## src/rtl/pe_dual_mode_if.sv

```systemverilog
// Port bundle for one systolic-array processing element: north/west inputs
// and south/east registered outputs. The driver side uses master and the PE
// uses slave.
interface pe_dual_mode_if #(
  parameter int DATA_WIDTH = 16
);
  logic                  mode_in;
  logic [DATA_WIDTH-1:0] psum_in;
  logic [DATA_WIDTH-1:0] weight_in;
  logic                  accept_w_in;
  logic [DATA_WIDTH-1:0] input_in;
  logic                  valid_in;
  logic                  switch_in;
  logic                  clear_in;
  logic                  drain_in;
  logic                  clear_sat_in;

  logic [DATA_WIDTH-1:0] psum_out;
  logic                  psum_valid_out;
  logic [DATA_WIDTH-1:0] weight_out;
  logic                  accept_w_out;
  logic [DATA_WIDTH-1:0] input_out;
  logic                  valid_out;
  logic                  switch_out;
  logic                  clear_out;
  logic                  drain_out;
  logic                  sat_flag;

  modport master (
    output mode_in, psum_in, weight_in, accept_w_in, input_in, valid_in,
           switch_in, clear_in, drain_in, clear_sat_in,
    input  psum_out, psum_valid_out, weight_out, accept_w_out, input_out,
           valid_out, switch_out, clear_out, drain_out, sat_flag
  );

  modport slave (
    input  mode_in, psum_in, weight_in, accept_w_in, input_in, valid_in,
           switch_in, clear_in, drain_in, clear_sat_in,
    output psum_out, psum_valid_out, weight_out, accept_w_out, input_out,
           valid_out, switch_out, clear_out, drain_out, sat_flag
  );
endinterface

```

## src/rtl/pe_dual_mode.sv

```systemverilog
// Dual-mode systolic processing element. WS mode: double-buffered weight,
// partial sum flows south. OS mode: local accumulator, weights flow south,
// accumulator drained onto the south psum chain. Signed fixed-point with
// saturation and a sticky overflow flag. All outputs registered.
module pe_dual_mode #(
  parameter int DATA_WIDTH = 16,
  parameter int FRAC_BITS  = 8
) (
  input  logic           clk,
  input  logic           rst,
  pe_dual_mode_if.slave  io
);
  localparam int DW = DATA_WIDTH;
  localparam logic signed [DW-1:0] SAT_MAX = {1'b0, {(DW-1){1'b1}}};
  localparam logic signed [DW-1:0] SAT_MIN = {1'b1, {(DW-1){1'b0}}};

  typedef enum logic {MODE_WS = 1'b0, MODE_OS = 1'b1} mode_e;

  mode_e                 mode_cur, mode_q, mode_d;
  logic signed [DW-1:0]  shadow_q, shadow_d, active_q, active_d, acc_q, acc_d;
  logic                  sat_q, sat_d;
  logic [DW-1:0]         psum_q, psum_d, weight_q, weight_d, input_q, input_d;
  logic                  psum_valid_q, psum_valid_d, accept_w_q, accept_w_d;
  logic                  valid_q, valid_d, switch_q, switch_d;
  logic                  clear_q, clear_d, drain_q, drain_d;

  logic signed [DW-1:0]   w, addend, prod_sat, sum_sat;
  logic signed [2*DW-1:0] in_x, w_x, prod_full, prod_shift;
  logic signed [DW:0]     sum_full;
  logic                   prod_ovf, sum_ovf, sat_evt;

  // Multiply-shift-clamp and add-clamp datapath shared by both modes
  always_comb begin
    mode_cur   = mode_e'(io.mode_in);
    w          = (mode_cur == MODE_OS) ? $signed(io.weight_in)
                                       : (io.switch_in ? shadow_q : active_q);
    in_x       = {{DW{io.input_in[DW-1]}}, io.input_in};
    w_x        = {{DW{w[DW-1]}}, w};
    prod_full  = in_x * w_x;
    prod_shift = prod_full >>> FRAC_BITS;
    // fits in DW bits only if the top DW+1 bits are all copies of the sign
    prod_ovf   = ~((&prod_shift[2*DW-1:DW-1]) | ~(|prod_shift[2*DW-1:DW-1]));
    prod_sat   = prod_ovf ? (prod_shift[2*DW-1] ? SAT_MIN : SAT_MAX)
                          : prod_shift[DW-1:0];
    addend     = (mode_cur == MODE_OS) ? acc_q : $signed(io.psum_in);
    sum_full   = {prod_sat[DW-1], prod_sat} + {addend[DW-1], addend};
    sum_ovf    = sum_full[DW] ^ sum_full[DW-1];
    sum_sat    = sum_ovf ? (sum_full[DW] ? SAT_MIN : SAT_MAX)
                         : sum_full[DW-1:0];
  end

  // Next-state and registered-output logic for both modes
  always_comb begin
    mode_d       = mode_cur;
    shadow_d     = shadow_q;
    active_d     = active_q;
    acc_d        = acc_q;
    psum_d       = '0;
    psum_valid_d = 1'b0;
    sat_evt      = 1'b0;
    weight_d     = io.accept_w_in ? io.weight_in : '0;
    accept_w_d   = io.accept_w_in;
    input_d      = io.valid_in ? io.input_in : '0;
    valid_d      = io.valid_in;
    switch_d     = io.switch_in;
    clear_d      = io.clear_in;
    drain_d      = io.drain_in;

    if (mode_cur == MODE_WS) begin
      if (io.valid_in) begin
        psum_d       = sum_sat;
        psum_valid_d = 1'b1;
        sat_evt      = prod_ovf | sum_ovf;
      end
      if (io.accept_w_in) shadow_d = io.weight_in;
      if (io.switch_in)   active_d = shadow_q;
      acc_d = '0;
    end else begin
      psum_d       = io.drain_in ? acc_q : io.psum_in;
      psum_valid_d = io.drain_in;
      if (io.clear_in && io.valid_in) begin
        acc_d   = prod_sat;
        sat_evt = prod_ovf;
      end else if (io.clear_in) begin
        acc_d = '0;
      end else if (io.valid_in) begin
        acc_d   = sum_sat;
        sat_evt = prod_ovf | sum_ovf;
      end
    end

    if (mode_cur != mode_q) begin
      acc_d    = '0;
      shadow_d = '0;
      active_d = '0;
    end

    // a new saturation outranks a simultaneous clear request
    sat_d = sat_evt ? 1'b1 : (io.clear_sat_in ? 1'b0 : sat_q);
  end

  // State and output registers, asynchronously cleared
  always_ff @(posedge clk or posedge rst) begin
    if (rst) begin
      mode_q       <= MODE_WS;
      shadow_q     <= '0;
      active_q     <= '0;
      acc_q        <= '0;
      sat_q        <= 1'b0;
      psum_q       <= '0;
      psum_valid_q <= 1'b0;
      weight_q     <= '0;
      accept_w_q   <= 1'b0;
      input_q      <= '0;
      valid_q      <= 1'b0;
      switch_q     <= 1'b0;
      clear_q      <= 1'b0;
      drain_q      <= 1'b0;
    end else begin
      mode_q       <= mode_d;
      shadow_q     <= shadow_d;
      active_q     <= active_d;
      acc_q        <= acc_d;
      sat_q        <= sat_d;
      psum_q       <= psum_d;
      psum_valid_q <= psum_valid_d;
      weight_q     <= weight_d;
      accept_w_q   <= accept_w_d;
      input_q      <= input_d;
      valid_q      <= valid_d;
      switch_q     <= switch_d;
      clear_q      <= clear_d;
      drain_q      <= drain_d;
    end
  end

  assign io.psum_out       = psum_q;
  assign io.psum_valid_out = psum_valid_q;
  assign io.weight_out     = weight_q;
  assign io.accept_w_out   = accept_w_q;
  assign io.input_out      = input_q;
  assign io.valid_out      = valid_q;
  assign io.switch_out     = switch_q;
  assign io.clear_out      = clear_q;
  assign io.drain_out      = drain_q;
  assign io.sat_flag       = sat_q;
endmodule
```

## src/flat_wrapper.sv

```systemverilog
// flat-port wrapper written by rule: the top's interface ports become plain ports
module pe_dual_mode_flat 
#(
  parameter int DATA_WIDTH = 16,
  parameter int FRAC_BITS  = 8
)
  (clk, rst, io_mode_in, io_psum_in, io_weight_in, io_accept_w_in, io_input_in, io_valid_in, io_switch_in, io_clear_in, io_drain_in, io_clear_sat_in, io_psum_out, io_psum_valid_out, io_weight_out, io_accept_w_out, io_input_out, io_valid_out, io_switch_out, io_clear_out, io_drain_out, io_sat_flag);
  pe_dual_mode_if #(.DATA_WIDTH(DATA_WIDTH)) io_i ();
  input  logic clk;
  input  logic rst;
  input wire logic [$bits(io_i.mode_in)-1:0] io_mode_in;
  input wire logic [$bits(io_i.psum_in)-1:0] io_psum_in;
  input wire logic [$bits(io_i.weight_in)-1:0] io_weight_in;
  input wire logic [$bits(io_i.accept_w_in)-1:0] io_accept_w_in;
  input wire logic [$bits(io_i.input_in)-1:0] io_input_in;
  input wire logic [$bits(io_i.valid_in)-1:0] io_valid_in;
  input wire logic [$bits(io_i.switch_in)-1:0] io_switch_in;
  input wire logic [$bits(io_i.clear_in)-1:0] io_clear_in;
  input wire logic [$bits(io_i.drain_in)-1:0] io_drain_in;
  input wire logic [$bits(io_i.clear_sat_in)-1:0] io_clear_sat_in;
  output wire logic [$bits(io_i.psum_out)-1:0] io_psum_out;
  output wire logic [$bits(io_i.psum_valid_out)-1:0] io_psum_valid_out;
  output wire logic [$bits(io_i.weight_out)-1:0] io_weight_out;
  output wire logic [$bits(io_i.accept_w_out)-1:0] io_accept_w_out;
  output wire logic [$bits(io_i.input_out)-1:0] io_input_out;
  output wire logic [$bits(io_i.valid_out)-1:0] io_valid_out;
  output wire logic [$bits(io_i.switch_out)-1:0] io_switch_out;
  output wire logic [$bits(io_i.clear_out)-1:0] io_clear_out;
  output wire logic [$bits(io_i.drain_out)-1:0] io_drain_out;
  output wire logic [$bits(io_i.sat_flag)-1:0] io_sat_flag;
  assign io_i.mode_in = io_mode_in;
  assign io_i.psum_in = io_psum_in;
  assign io_i.weight_in = io_weight_in;
  assign io_i.accept_w_in = io_accept_w_in;
  assign io_i.input_in = io_input_in;
  assign io_i.valid_in = io_valid_in;
  assign io_i.switch_in = io_switch_in;
  assign io_i.clear_in = io_clear_in;
  assign io_i.drain_in = io_drain_in;
  assign io_i.clear_sat_in = io_clear_sat_in;
  assign io_psum_out = io_i.psum_out;
  assign io_psum_valid_out = io_i.psum_valid_out;
  assign io_weight_out = io_i.weight_out;
  assign io_accept_w_out = io_i.accept_w_out;
  assign io_input_out = io_i.input_out;
  assign io_valid_out = io_i.valid_out;
  assign io_switch_out = io_i.switch_out;
  assign io_clear_out = io_i.clear_out;
  assign io_drain_out = io_i.drain_out;
  assign io_sat_flag = io_i.sat_flag;
  pe_dual_mode #(.DATA_WIDTH(DATA_WIDTH), .FRAC_BITS(FRAC_BITS)) u_core (.clk(clk), .rst(rst), .io(io_i));
endmodule
```

## config.mk

```make
export PLATFORM = sky130hd
export DESIGN_NAME = pe_dual_mode_flat
export DESIGN_NICKNAME = d
export VERILOG_FILES = /design/src/rtl/pe_dual_mode_if.sv /design/src/rtl/pe_dual_mode.sv /design/src/flat_wrapper.sv
export SDC_FILE = /design/constraint.sdc
export NUM_CORES = 1
export LEC_CHECK = 0
export CAP_MARGIN = 40
export CORE_MARGIN = 1
export CORE_UTILIZATION = 23
export DETAILED_ROUTE_END_ITERATION = 10
export GPL_ROUTABILITY_DRIVEN = 1
export GPL_TIMING_DRIVEN = 0
export PLACE_DENSITY = 0.35
export SYNTH_ARGS = -nofsm -noshare
export SYNTH_HDL_FRONTEND = slang
export SYNTH_SLANG_ARGS = --single-unit
```

## constraint.sdc

```tcl
create_clock -name clk -period 11.4 [get_ports clk]
set_clock_uncertainty 0.15 [all_clocks]
set_input_delay 2.85 -clock clk [delete_from_list [all_inputs] [get_ports clk]]
set_output_delay 2.85 -clock clk [all_outputs]
set_load 0.02 [all_outputs]
```

# Word-level counts from Yosys, hierarchy flattened
# Index checks and enable logic that the tools add are counted.
# word_totals
out_inout_bits,55
word_cells,60
reg_bits,104
# classes
reduce_logical,6
multipliers,1
addsub,1
n_eq_ne,3
mux,30
bitwise_logic,5
# op_table
op,n
16-bit two-way mux,22
16-bit by 16-bit multiplier with 32-bit output,1
16-bit by 16-bit adder with 17-bit output,1
9-bit AND reduction,1
9-bit OR reduction,1
1-bit two-way mux,8
"5-bit by 1-bit inequality test with 1-bit output, second input constant",1
2-bit nonzero test,2
"2-bit by 1-bit inequality test with 1-bit output, second input constant",1
1-bit inverter,2
1-bit OR,2
2-bit AND reduction,1
1-bit logical AND,1
1-bit inequality test,1
1-bit XOR,1

# Depth between registers and ports, before layout
# logic_depth
ltp_word,15
mapped_depth,43

# Least setup slack after synthesis
# OpenSTA, ideal clock, no wires.
# synth_timing
path_kind,input to register
startpoint,in io_mode_in
endpoint,"reg u_core.psum_q[10], in the netlist u_core.io.psum_out[10]"
stages,42
slack_ps,-1743
path_buffers,7
setup_ps,138
required_ps,11112
t_arrival_ps,12855
path_cell_list,buf_2 -> clkbuf_1 -> buf_1 -> nand2_1 -> o21ai_1 -> clkbuf_1 -> nand2_1 -> fa_1 -> inv_1 -> fa_1 -> inv_1 -> fa_1 -> inv_1 -> fa_1 -> fa_1 -> inv_1 -> fa_1 -> inv_1 -> (+6 left out) -> o21ai_0 -> or3_1 -> a211oi_1 -> a41oi_1 -> buf_2 -> nor2_1 -> nor2_1 -> ha_1 -> a211o_1 -> a2111oi_0 -> nor3_1 -> o31ai_1 -> a211oi_1 -> or3_1 -> or2_2 -> nand2_1 -> clkbuf_1 -> o22ai_1
# synth_between
elab_chain_len,11
# synth_lines
element,line,text
from (decl),flat_wrapper.sv:11,input wire logic [$bits(io_i.mode_in)-1:0] io_mode_in;
16-bit two-way mux,pe_dual_mode.sv:35,w = (mode_cur == MODE_OS) ? $signed(io.weight_in)
16-bit by 16-bit multiplier with 32-bit output,pe_dual_mode.sv:39,prod_full = in_x * w_x;
9-bit OR reduction,pe_dual_mode.sv:42,prod_ovf = ~((&prod_shift[2*DW-1:DW-1]) | ~(|prod_shift[2*DW-1:DW-1]));
1-bit inverter,pe_dual_mode.sv:42,
1-bit OR,pe_dual_mode.sv:42,
16-bit two-way mux,pe_dual_mode.sv:43,prod_sat = prod_ovf ? (prod_shift[2*DW-1] ? SAT_MIN : SAT_MAX)
16-bit by 16-bit adder with 17-bit output,pe_dual_mode.sv:46,"sum_full = {prod_sat[DW-1], prod_sat} + {addend[DW-1], addend};"
16-bit two-way mux or 1-bit XOR (tied branches),"pe_dual_mode.sv:48, pe_dual_mode.sv:47",
16-bit two-way mux,pe_dual_mode.sv:48,sum_sat = sum_ovf ? (sum_full[DW] ? SAT_MIN : SAT_MAX)
16-bit two-way mux,pe_dual_mode.sv:70,if (io.valid_in) begin
16-bit two-way mux (*),pe_dual_mode.sv:69,if (mode_cur == MODE_WS) begin
via u_core.psum_d[10],pe_dual_mode.sv:22,"logic [DW-1:0] psum_q, psum_d, weight_q, weight_d, input_q, input_d;"
to (signal assigned),pe_dual_mode.sv:125,psum_q <= psum_d;
to (decl),pe_dual_mode.sv:22,
# The timed path passes the listed nets; every way through them passes the cells marked *.
# A chain may end at the register's enable or synchronous reset.

# Final worst setup path
# layout_timing
startpoint,in io_switch_in
endpoint,reg u_core.acc_q[1]
# layout_between
elab_chain_len,15
# layout_lines
element,line,text
from (decl),flat_wrapper.sv:17,input wire logic [$bits(io_i.switch_in)-1:0] io_switch_in;
16-bit two-way mux (*),pe_dual_mode.sv:36,: (io.switch_in ? shadow_q : active_q);
16-bit two-way mux (*),pe_dual_mode.sv:35,
16-bit by 16-bit multiplier with 32-bit output (*),pe_dual_mode.sv:39,
9-bit OR reduction,pe_dual_mode.sv:42,
1-bit inverter,pe_dual_mode.sv:42,
1-bit OR,pe_dual_mode.sv:42,
16-bit two-way mux (*),pe_dual_mode.sv:43,
16-bit by 16-bit adder with 17-bit output,pe_dual_mode.sv:46,
16-bit two-way mux or 1-bit XOR (tied branches),"pe_dual_mode.sv:48, pe_dual_mode.sv:47",
16-bit two-way mux,pe_dual_mode.sv:48,
16-bit two-way mux,pe_dual_mode.sv:86,end else if (io.valid_in) begin
16-bit two-way mux,pe_dual_mode.sv:84,end else if (io.clear_in) begin
16-bit two-way mux (*),pe_dual_mode.sv:81,if (io.clear_in && io.valid_in) begin
16-bit two-way mux (*),pe_dual_mode.sv:69,
16-bit two-way mux (*),pe_dual_mode.sv:92,if (mode_cur != mode_q) begin
to (signal assigned),pe_dual_mode.sv:108,acc_q <= '0;
to (signal assigned),pe_dual_mode.sv:123,acc_q <= acc_d;
to (decl),pe_dual_mode.sv:20,"logic signed [DW-1:0] shadow_q, shadow_d, active_q, active_d, acc_q, acc_d;"
# Every way passes the cells marked *; elsewhere a longest branch is shown, timed or not. The select of a mux whose other input is x is not followed.

==> metrics <==
Clk Latency, worst-skew pair about 400 ps; Placed Instance Area 17890 sq um; total track usage 0.1648; Crit path required time 11520 ps; CTS max path bufs 2; Async S/R FF share, synth 1.000; Sinks on Clock Net between 100 and 150; port buffer count around 110; Root Buffer clkbuf_16; number of synthesized flops with an enable pin 0; main combinational cell family by area after synthesis adder cells; max_cap viols 0; Post-DRT Antenna Nets 0; FF-to-FF setup slack approximately 1400 ps; most common flop cell mapped by yosys dfrtp_1; most frequent CP cell fa_1; Worst Max-Slew Pin Slew 720.5 ps; Routed WL per cell 19.86 um; FMAX just over 80 MHz; status complete, but fails checks; layout cell share with drive strength beyond 1 0.2300; Worst path slowest cell fa_1; initial antenna violation count 2; Synth top cells by count inv_1 (296), fa_1 (262), nand2_1 (176); H-tree levels 3; crit start category input pin; area leader, netlist fa_1; post-synthesis cell area between 15000 and 20000 sq um; Final min period around 12000 ps; Detailed Route Iter0 Violations around 540; failing checks negative setup slack; area of the die between 60000 and 70000 sq um; crit share post-route 1.074; count of cell types in the netlist between 50 and 60; Post-Synthesis Mean Instance Area between 9 and 10 sq um; setup ws final -848.7 ps; CP endpoint kind flop; Net Count, Synth a little over 2000; Rel. slew slack 0.5197; # IOs around 110; row cnt 93; Post-Synth Simple-Gate Area 0.1507; vias per cell 4.428; Setup TNS Final -25490 ps; synthesis-to-finish area growth 36.58%; Post-Synth XOR/XNOR Area 0.02581; FF+latch count, synth 104; met3 Use GR 0.01650; Fill cells a little under 7000; CORE AREA around 65000 sq um; Finished Cell Area between 20000 and 25000 sq um; Synth top area share 0.3446; routability cong. roughly 0.80; M2 GR Usage 0.2781; sequential fraction of the synthesis area 0.1710; Hold Path Class flop to flop; top area cells in the synthesized netlist fa_1 (34%), dfrtp_1 (17%), ha_1 (7.9%); clock-pin slew on the worst setup and hold paths around 80 ps; met1 Resource Use GR 0.2255; busiest layer in global routing met2; WL final between 50 and 60 mm; reg2reg path depth between 40 and 50; Crit Path Class input pin to flop; endpoints failing hold 0; Die Wd roughly 260 um; register area ~2600 sq um; drc violations 0; Post-Synth Adder-Cell Area 0.4241; Compound-Gate Fraction of Synth Area 0.1041; Initial Util 0.2344; via count ~12000; Die Ht roughly 260 um; largest net degree at the start of global routing 65; multiplexer share of the synthesized area 0.03230; Syn Inst Count roughly 1600; Final Setup Violations 33; TritonCTS Buffers 9; multi-input logic area between 10000 and 15000 sq um; Worst path max stage delay between 500 and 600 ps; Critical Path AT 12370 ps; hold depth 2; Post-DP HPWL around 43 mm; vias in the first global route roughly 13000; total gr overflow 0; Layout Nets roughly 2300; RSZ-0062 raised after global routing yes; first-pass GRT wire length about 80 mm; yosys warns 0; Initial DRT Pass Iterations 4; Worst Path Max Fanout 8; Slew Limit Fails 0; count leader, synth inv_1; CTS tree built
## final cells by class
class                   count  area share
clock inverters             7    0.004694
plain buffers              61     0.03160
diodes                      4   0.0004815
flip-flops and latches    104      0.1252
repair buffers            247      0.1227
well taps                 855     0.05146
multi-input cells        1149      0.5990
clock buffers               9     0.01083
inverters                 297     0.05410
## cell families (layout without fill, tap and decap cells)
logic type	Yosys count	count (layout)
other	0	4
AO/OA/AOI/OAI	230	230
adder cells (fa/ha/maj)	359	359
flip-flops	104	104
AND/OR/NAND/NOR	469	469
XOR/XNOR	44	44
buffers and inverters	368	621
multiplexers	47	47
## state kept, by name (all words and copies together) (netlist names), 16 cells and up
name	cells
u_core.acc_q	16
u_core.active_q	16
u_core.io.input_out	16
u_core.io.psum_out	16
u_core.io.weight_out	16
u_core.shadow_q	16
## worst paths after layout
kind / from / to
hold reg to reg: u_core.active_q[2] / u_core.active_q[2]
setup / recovery: io_switch_in / u_core.acc_q[1]
min in group asynchronous: rst / u_core.io.weight_out[12]
hold / removal: u_core.active_q[2] / u_core.active_q[2]
max in group asynchronous: rst / u_core.active_q[7]
setup reg to reg: u_core.shadow_q[1] / u_core.acc_q[1]
## cell usage in the layout (no fill, tap or decap), drive strengths merged, types with 49 or more instances in the layout
master and n:
inv 299, fa 262, nand2 176, buf 154
and2 109, dfrtp 104, ha 96, clkdlybuf4s50 91
nor2 75, clkbuf 56, a21oi 49
## routing by layer
layer | wire length (um) | vias up
li1 | - | 5612
met1 | 25680 | 6306
met2 | 26640 | 162
met3 | 1228 | 22
met4 | 738 | 0
met5 | 0 | -
## timing repair
action / 4_1_cts / 5_1_grt
pin swaps: 79 / 100
resized for setup: 229 / 158
endpoints found under the setup margin: 33 / 33
gates cloned: 9 / 1
setup buffers: 84 / 33
hold buffers: 0 / 0
## worst max-delay path, delay by kind of cell
family | cells | cell delay [ps]
compound gates | 11 | 2590
fa+ha+maj | 8 | 3460
mux | 1 | 260
simple gates | 10 | 1750
buf+inv | 13 | 1400
## through the flow
step | setup WS, ps | hold slack (ps) | util | instances
global placement | -4196 | 327.1 | 0.2735 | 2587
floorplan | -558.6 | 295.5 | - | 1621
detailed placement | -3343 | 326.3 | 0.2755 | 2596
global route | -1180 | 363.4 | 0.3200 | 2729
CTS | -1125 | 348.4 | 0.3078 | 2699
finish | -848.7 | 351.1 | 0.3202 | 2733
Power is not shown: default switching activity piles up to over one toggle a cycle in this logic, so the estimate is an artifact.
